===== src/rtl/pipe_stage_skid.sv =====
// Pipeline stage register with valid/ready handshake and 2-entry skid.
// Ports: clk, reset (sync, active-high), flush, in_* (valid/ready/data/rd),
//   out_* (valid/ready/data/rd), bubble_cnt (saturating idle-slot count).
module pipe_stage_skid #(
  parameter int DATA_W = 32,
  parameter int RD_W   = 5,
  parameter int CNT_W  = 16
) (
  input  logic              clk,
  input  logic              reset,
  input  logic              flush,
  input  logic              in_valid,
  output logic              in_ready,
  input  logic [DATA_W-1:0] in_data,
  input  logic [RD_W-1:0]   in_rd,
  output logic              out_valid,
  input  logic              out_ready,
  output logic [DATA_W-1:0] out_data,
  output logic [RD_W-1:0]   out_rd,
  output logic [CNT_W-1:0]  bubble_cnt
);

  typedef enum logic [1:0] {
    EMPTY = 2'd0,
    ONE   = 2'd1,
    TWO   = 2'd2
  } state_t;

  logic              m_v_q, m_v_d;
  logic [DATA_W-1:0] m_data_q, m_data_d;
  logic [RD_W-1:0]   m_rd_q, m_rd_d;
  logic              s_v_q, s_v_d;
  logic [DATA_W-1:0] s_data_q, s_data_d;
  logic [RD_W-1:0]   s_rd_q, s_rd_d;
  logic              rdy_q, rdy_d;
  logic [CNT_W-1:0]  cnt_q, cnt_d;

  state_t state;
  logic   in_fire;
  logic   out_fire;

  // The occupancy flags are the state; S valid without M is unreachable.
  always_comb begin
    state = EMPTY;
    if (m_v_q && s_v_q)
      state = TWO;
    else if (m_v_q)
      state = ONE;
  end

  assign in_fire  = in_valid && rdy_q;
  assign out_fire = m_v_q && out_ready;

  always_comb begin
    m_v_d    = m_v_q;
    m_data_d = m_data_q;
    m_rd_d   = m_rd_q;
    s_v_d    = s_v_q;
    s_data_d = s_data_q;
    s_rd_d   = s_rd_q;

    unique case (state)
      EMPTY: begin
        if (in_fire) begin
          m_v_d    = 1'b1;
          m_data_d = in_data;
          m_rd_d   = in_rd;
        end
      end
      ONE: begin
        if (in_fire && out_fire) begin
          m_data_d = in_data;
          m_rd_d   = in_rd;
        end else if (out_fire) begin
          m_v_d    = 1'b0;
          m_data_d = '0;
          m_rd_d   = '0;
        end else if (in_fire) begin
          s_v_d    = 1'b1;
          s_data_d = in_data;
          s_rd_d   = in_rd;
        end
      end
      TWO: begin
        if (out_fire) begin
          m_data_d = s_data_q;
          m_rd_d   = s_rd_q;
          s_v_d    = 1'b0;
          s_data_d = '0;
          s_rd_d   = '0;
        end
      end
      default: begin
        m_v_d = 1'b0;
        s_v_d = 1'b0;
      end
    endcase

    if (flush) begin
      m_v_d    = 1'b0;
      m_data_d = '0;
      m_rd_d   = '0;
      s_v_d    = 1'b0;
      s_data_d = '0;
      s_rd_d   = '0;
    end

    // Ready is the registered copy of "skid empty next cycle".
    rdy_d = !s_v_d;

    // Counts on pre-flush outputs; sticks at all-ones.
    cnt_d = cnt_q;
    if (out_ready && !m_v_q && (cnt_q != {CNT_W{1'b1}}))
      cnt_d = cnt_q + CNT_W'(1);
  end

  always_ff @(posedge clk) begin
    if (reset) begin
      m_v_q    <= 1'b0;
      m_data_q <= '0;
      m_rd_q   <= '0;
      s_v_q    <= 1'b0;
      s_data_q <= '0;
      s_rd_q   <= '0;
      rdy_q    <= 1'b1;
      cnt_q    <= '0;
    end else begin
      m_v_q    <= m_v_d;
      m_data_q <= m_data_d;
      m_rd_q   <= m_rd_d;
      s_v_q    <= s_v_d;
      s_data_q <= s_data_d;
      s_rd_q   <= s_rd_d;
      rdy_q    <= rdy_d;
      cnt_q    <= cnt_d;
    end
  end

  assign in_ready   = rdy_q;
  assign out_valid  = m_v_q;
  assign out_data   = m_v_q ? m_data_q : '0;
  assign out_rd     = m_v_q ? m_rd_q : '0;
  assign bubble_cnt = cnt_q;

endmodule


===== config.mk =====
export PLATFORM = sky130hd
export DESIGN_NAME = pipe_stage_skid
export DESIGN_NICKNAME = d
export VERILOG_FILES = /design/src/rtl/pipe_stage_skid.sv
export SDC_FILE = /design/constraint.sdc
export NUM_CORES = 1
export LEC_CHECK = 0
export BUFFER_PORTS_ARGS = -buffer_cell sky130_fd_sc_hd__buf_2
export CAP_MARGIN = 20
export CORE_MARGIN = 5
export CORE_UTILIZATION = 30
export DETAILED_ROUTE_END_ITERATION = 7
export PLACE_DENSITY = 0.54
export SLEW_MARGIN = 10
export SYNTH_ARGS = -nofsm -noshare
export SYNTH_HDL_FRONTEND = slang
export SYNTH_SLANG_ARGS = --single-unit

===== constraint.sdc =====
create_clock -name clk -period 1.7 [get_ports clk]
set_input_delay 0.34 -clock clk [delete_from_list [all_inputs] [get_ports clk]]
set_output_delay 0.34 -clock clk [all_outputs]
set_load 0.005 [all_outputs]

==> metrics.md, run 1 <==
| Metric | Value |
|---|---|
| Status | `finished clean` |
| Filler Cell Count | `between 1000 and 1500` |
| Mapped Nets | `between 500 and 600` |
| Yosys top cell by area | `dfxtp_1` |
| Max-slew violations | `0` |
| CP max FO | `13` |
| Pre-Repair DR Iteration Count | `4` |
| Adder-Cell Fraction of Synth Area | `0.00295` |
| Cts hold-fix bufs | `0` |
| Worst Setup End Kind | `primary output` |
| Vias | `a little under 4000` |
| Grt ovf | `0` |
| Mux cell area share after synthesis | `0.0978` |
| Iteration-0 DRC count of the detailed router | `150` |
| Cells on worst reg2reg path | `5` |
| Die area | `roughly 0.017 mm²` |
| Number of synthesized register bits | `93` |
| Via/cell ratio | `4.97` |
| P_leak | `2.28 nW` |
| Seq/Total Area, Yosys | `0.438` |
| Final hold vios | `0` |
| Final period util | `0.961` |
| CTS max path bufs | `2` |
| DRC violations left | `0` |
| Hold Path Depth | `3` |
| CTS root buf | `clkbuf_16` |
| Total Power | `around 4.7 mW` |
| Average wire per standard cell | `15.2 µm` |
| Xor-xnor portion of the synthesized cell area | `0` |
| Largest family of logic cells by synthesized area | `simple AND/OR/NAND/NOR gates` |
| Antenna diode count | `0` |
| HPWL Detailed | `about 8000 µm` |
| P&R area growth vs syn | `30.7%` |
| Horiz. Die Dim | `~130 µm` |
| R2r startpoint | `out_valid` |
| Worst Max-Slew Pin Slew | `between 0.4 and 0.5 ns` |
| CP startpoint | `out_valid` |
| Gp weighted congestion | `just under 0.8` |
| Max_cap viols | `0` |
| Ys flop type | `dfxtp_1` |
| Worst R2R End | `bubble_cnt[13]` |
| Post-synthesis async set-or-reset flop share | `0` |
| Number of flops mapped to enable cells by yosys | `0` |
| Rel. slew slack | `0.713` |
| Worst EP required | `around 1.4 ns` |
| H-tree levels | `3` |
| Total track usage | `0.143` |
| Num rows | `43` |
| Core footprint | `around 0.014 mm²` |
| Syn_area_per_cell | `around 8.6 µm²` |
| Worst clock skew | `approximately 0.0035 ns` |
| Layout cells sized above 1 | `0.291` |
| IO Pins | `97` |
| Antenna viol nets, final | `0` |
| Routed wire length | `roughly 12000 µm` |
| R2R setup slack | `0.07 ns` |
| CTS clk-pin slew, worst paths | `around 0.060 ns` |
| Die Y | `~130 µm` |
| Crit path to | `out_rd[4]` |
| Final core utilization | `0.400` |
| Max IR drop VDD | `between 0.0005 and 0.0006 V` |
| Mapped Cells | `just under 500` |
| Min Tclk post-route | `around 1.6 ns` |
| Fmax achieved | `about 600 MHz` |
| Critical Path AT | `~1.3 ns` |
| CTS Buf Count | `9` |
| P per Cell Area | `around 850 mW/mm²` |
| Crit path kind | `reg2out` |
| Top cell type's share of synthesized area | `0.438` |
| Synth top area cells | `dfxtp_1 (44%), and2_1 (11%), mux2i_1 (8.7%), a22oi_1 (6.5%), a21oi_1 (5.9%)` |
| Simple-gate share of the synthesized area | `0.230` |
| Final nets | `approximately 640` |
| Synth warnings | `0` |
| Number of antenna violations at the first check in global routing | `0` |
| Post-synth cell types | `35` |
| TritonCTS Sinks | `93` |
| Worst Hold Class | `in2reg` |
| Setup TNS | `0 ns` |
| Setup violators final | `0` |
| Vias in the first global route | `about 3800` |
| First-pass GRT wire length | `about 19000 µm` |
| Mapped Area | `around 0.0042 mm²` |
| CP startpoint kind | `flip-flop` |
| CTS tree | `yes` |
| Clk Latency, worst-skew pair | `approximately 0.34 ns` |
| I/O Buffers | `96` |
| Starting Density | `0.306` |
| Pin count of the biggest net entering global routing | `75` |
| Post-synthesis compound-gate area fraction | `0.191` |
==> how the worst min path moves through the flow <==
| stage | from | end | slack (ns) |
|---|---|---|---|
| after global placement | s_data_q[1] | s_data_q[1] | 0.47 |
| after CTS | in_data[28] | m_data_q[28] | 0.30 |
| after floorplan | s_data_q[0] | s_data_q[0] | 0.46 |
| after detailed placement | s_data_q[21] | s_data_q[21] | 0.49 |
| final | in_data[28] | m_data_q[28] | 0.31 |
| after global routing | in_data[28] | m_data_q[28] | 0.31 |
==> repair_timing <==
item                       CTS  global route
setup buffers                0             0
gates resized for setup      5            15
cloned                       1             1
setup endpoints to repair   25            35
pin swaps                    0             1
==> layer usage <==
layer  global-route usage  share of wire  vias up
met4               0.0383          0.013        0
met1                0.183           0.46     1844
met3               0.0498          0.054       10
met5                    0              0        -
li1                     -              -     1929
met2                0.232           0.47       87
==> stage by stage <==
step	hold slack, ns	cell area [µm²]	setup WS (ns)	cells
2_1_floorplan	0.461	4260	0.00242	494
3_3_place_gp	0.473	5140	0.0583	761
3_5_place_dp	0.486	5140	0.0138	761
4_1_cts	0.295	5460	0.0104	777
5_1_grt	0.311	5550	-0.0104	778
6_report	0.306	5550	0.0667	778
==> placed cells by master, fill, tap and decap left out, types with 2 or more instances in the layout <==
cell	instances
a21oi_1	50
a22oi_1	37
and2_1	75
buf_12	7
buf_2	96
buf_4	25
clkbuf_16	10
dfxtp_1	85
dfxtp_2	7
mux2_2	4
mux2i_1	37
nand2_1	13
nand2b_1	2
nand3_1	3
nand4_1	4
nand4_2	2
nor2_1	43
nor2b_1	5
nor4_1	2
o21ai_0	47
o21ai_4	2
o31ai_1	2
or2_2	2
or3_1	9
or4_1	2
==> cells in the mapped netlist, types with 6 or more instances <==
| cell | count |
|---|---|
| a21oi_1 | 50 |
| a22oi_1 | 37 |
| and2_1 | 76 |
| buf_2 | 7 |
| clkbuf_1 | 34 |
| dfxtp_1 | 93 |
| mux2i_1 | 37 |
| nand2_1 | 13 |
| nor2_1 | 44 |
| nor2b_1 | 6 |
| o21ai_0 | 48 |
| or3_1 | 10 |
==> worst max-delay path: stages (launching register included) <==
cell and delay (ns):
dfxtp_4 0.36, buf_12 0.15, clkbuf_16 0.17, and2_1 0.15, buf_2 0.12
==> kinds of logic after synthesis <==
group           Yosys count
buf+inv                  43
simple gates            175
mux                      41
flops                    93
compound gates          141
fa+ha+maj                 1
==> final cells by class <==
type | count | area, µm² | area share
clock buffers | 10 | 239 | 0.0430
clock inverters | 5 | 60.1 | 0.0108
inverters | 1 | 3.75 | 0.000676
multi-input cells | 358 | 2300 | 0.414
flip-flops and latches | 93 | 1870 | 0.338
well taps | 180 | 225 | 0.0406
repair buffers | 131 | 852 | 0.153
==> flip-flops by register name, summed over array words and instances (netlist names) <==
signal      cells
s_data_q       32
m_data_q       32
s_rd_q          5
bubble_cnt     16
s_v_q           1
out_valid       1
m_rd_q          5
in_ready        1
==> power breakdown <==
part | internal, mW | total [mW] | switching, mW
Clock | 1.18 | 2.03 | 0.857
Sequential | 2.23 | 2.26 | 0.0256
Combinational | 0.196 | 0.432 | 0.236
Power figures use the tool's default switching activity.
==> inputs of run 2 (changes only) <==
--- a/config.mk
+++ b/config.mk
@@ -9,8 +9,10 @@
 export CAP_MARGIN = 20
 export CORE_MARGIN = 5
 export CORE_UTILIZATION = 30
+export CTS_BUF_LIST = sky130_fd_sc_hd__clkbuf_4 sky130_fd_sc_hd__clkbuf_8 sky130_fd_sc_hd__clkbuf_16
 export DETAILED_ROUTE_END_ITERATION = 7
 export PLACE_DENSITY = 0.54
+export REMOVE_ABC_BUFFERS = 1
 export SLEW_MARGIN = 10
 export SYNTH_ARGS = -nofsm -noshare
 export SYNTH_HDL_FRONTEND = slang
==> run 2 against run 1 <==
Against the previous run: sequential power is essentially flat; highest routed layer unchanged; via count shrank 0.34%; final area grew 0.16%; critical path depth up 1; largest power group is now the clock network.
==> metrics.md, run 2 (same netlist as run 1, synthesis figures left out) <==
| Metric | Value |
|---|---|
| Net Switching | `about 1.1 mW` |
| Combinational share of power | `0.085` |
| I/O Buffers | `96` |
| Grt ovf | `0` |
| Most frequent cells in the layout | `buf_2 (96), dfxtp_1 (86), and2_1 (75), a21oi_1 (48), o21ai_0 (46)` |
| Antenna viol nets, final | `0` |
| Area after DPL | `between 0.005 and 0.006 mm²` |
| Vias | `3857` |
| Num rows | `between 40 and 50` |
| Worst clock skew | `roughly 0.0051 ns` |
| Place WS | `-0.0963 ns` |
| Setup violators final | `0` |
| Horiz. Die Dim | `129 µm` |
| Min Tclk post-route | `1.63 ns` |
| Worst Max-Slew Pin Slew | `~0.47 ns` |
| Pin count of the biggest net entering global routing | `53` |
| Worst setup margin | `about 0.07 ns` |
| P_leak | `~2.3 nW` |
| Iteration-0 DRC count of the detailed router | `140` |
| Total Power | `~5 mW` |
| Final period util | `0.959` |
| Vias in the first global route | `roughly 3900` |
| Final hold vios | `0` |
| Max_cap viols | `0` |
| Total track usage | `0.143` |
| DRC violations left | `0` |
| P&R area growth vs syn | `30.9%` |
| CP max FO | `5` |
| Die area | `around 0.017 mm²` |
| H-tree levels | `3` |
| Reg power frac | `0.457` |
| Worst Hold Class | `in2reg` |
| CTS clk-pin slew, worst paths | `0.07 ns` |
| Core footprint | `between 0.01 and 0.015 mm²` |
| Gp weighted congestion | `about 0.80` |
| Clk Latency, worst-skew pair | `between 0.3 and 0.4 ns` |
| Crit path kind | `reg2reg` |
| Post-Place Cells | `760` |
| Routed wire length | `11700 µm` |
| Worst EP required | `just under 2 ns` |
| HPWL Detailed | `roughly 8000 µm` |
| CP startpoint kind | `flip-flop` |
| Critical Path AT | `1.91 ns` |
| CTS max path bufs | `2` |
| Number of antenna violations at the first check in global routing | `0` |
| TritonCTS Sinks | `93` |
| Max-slew violations | `0` |
| Cts hold-fix bufs | `0` |
| Via/cell ratio | `between 4 and 5` |
| Design area | `around 0.0056 mm²` |
| Layout cells sized above 1 | `0.289` |
| Average wire per standard cell | `between 15 and 20 µm` |
| Pre-Repair DR Iteration Count | `6` |
| Min Hold Slack | `a little under 0.3 ns` |
| Finished Layout Cells | `779` |
| CTS Buf Count | `9` |
| Clk pwr share | `0.458` |
| IO Pins | `97` |
| CTS tree | `yes` |
| Final nets | `roughly 640` |
| Die Y | `129 µm` |
| Rel. slew slack | `0.688` |
| Fmax achieved | `between 600 and 700 MHz` |
| Unrepaired setup endpoints after global routing | `no` |
| Worst Setup End Kind | `flip-flop` |
| Int Pwr | `3.80 mW` |
| First-pass GRT wire length | `~19000 µm` |
| P per Cell Area | `886 mW/mm²` |
| Max IR drop VDD | `between 0.0007 and 0.0008 V` |
| Status | `finished clean` |
| Commonest non-fill, non-tap cell in the layout | `buf_2` |
| Starting Density | `0.306` |
| Switching part of the total power | `0.229` |
| CTS root buf | `clkbuf_16` |
| Filler Cell Count | `about 1400` |
==> run 2: changes by cell type in the layout (fill, tap and decap cells not counted), moves of 2 or more <==
cell     delta
dfxtp_2     -3
a21oi_1     -2
a21oi_2     +2
buf_4       +2
dfxtp_4     +2
inv_6       +2
==> run 2: path summary, 6_finish.rpt <==
check	slack, ns	from	endpoint	depth (start not counted)
worst max-delay path	0.07	bubble_cnt[7]	bubble_cnt[14]	5
worst min-delay path	0.30	in_data[0]	m_data_q[0]	3
worst max register to register	0.07	bubble_cnt[7]	bubble_cnt[14]	5
worst min register to register	0.50	s_data_q[16]	s_data_q[16]	2
==> run 2: critical path, stage by stage, from the launching register on <==
cell	delay, ns
dfxtp_4	0.37
nand4_4	0.12
or3_4	0.39
buf_4	0.16
or4_4	0.41
a21oi_2	0.12
==> run 2: layout make-up <==
class,count,area (µm²),share of cell area
antenna,1,2.50,0.000450
clock buffer,11,253,0.0454
clock inverter,5,86.3,0.0155
inverter,1,3.75,0.000675
multi-input combinational,358,2300,0.413
sequential,93,1880,0.338
tap,180,225,0.0405
timing repair buffer,130,815,0.146
==> run 2: through the flow <==
step,util,TNS [ns]
after floorplan,-,-239.26
after global placement,0.370,-1.42
after detailed placement,0.370,-2.34
after CTS,0.396,0
after global routing,0.400,0
final,0.401,0
==> run 2: power groups by stage <==
| stage | clock, mW | combinational, mW | sequential, mW |
|---|---|---|---|
| after floorplan | 0 | 0.212 | 2.31 |
| after global placement | 0 | 0.410 | 2.31 |
| after detailed placement | 0 | 0.420 | 2.31 |
| after CTS | 2.33 | 0.421 | 2.26 |
| after global routing | 2.41 | 0.468 | 2.26 |
| final | 2.26 | 0.417 | 2.25 |
==> run 2: metal layers <==
metal	track usage	part of all wire
met4	0.0358	0.013
met5	0	0
met3	0.0552	0.068
met1	0.175	0.44
met2	0.238	0.48
==> run 2: timing repair <==
item                                    CTS  global route
buffers inserted                          0             2
endpoints found under the setup margin   40            12
pin swaps                                 0             4
gates resized for setup                   5            15
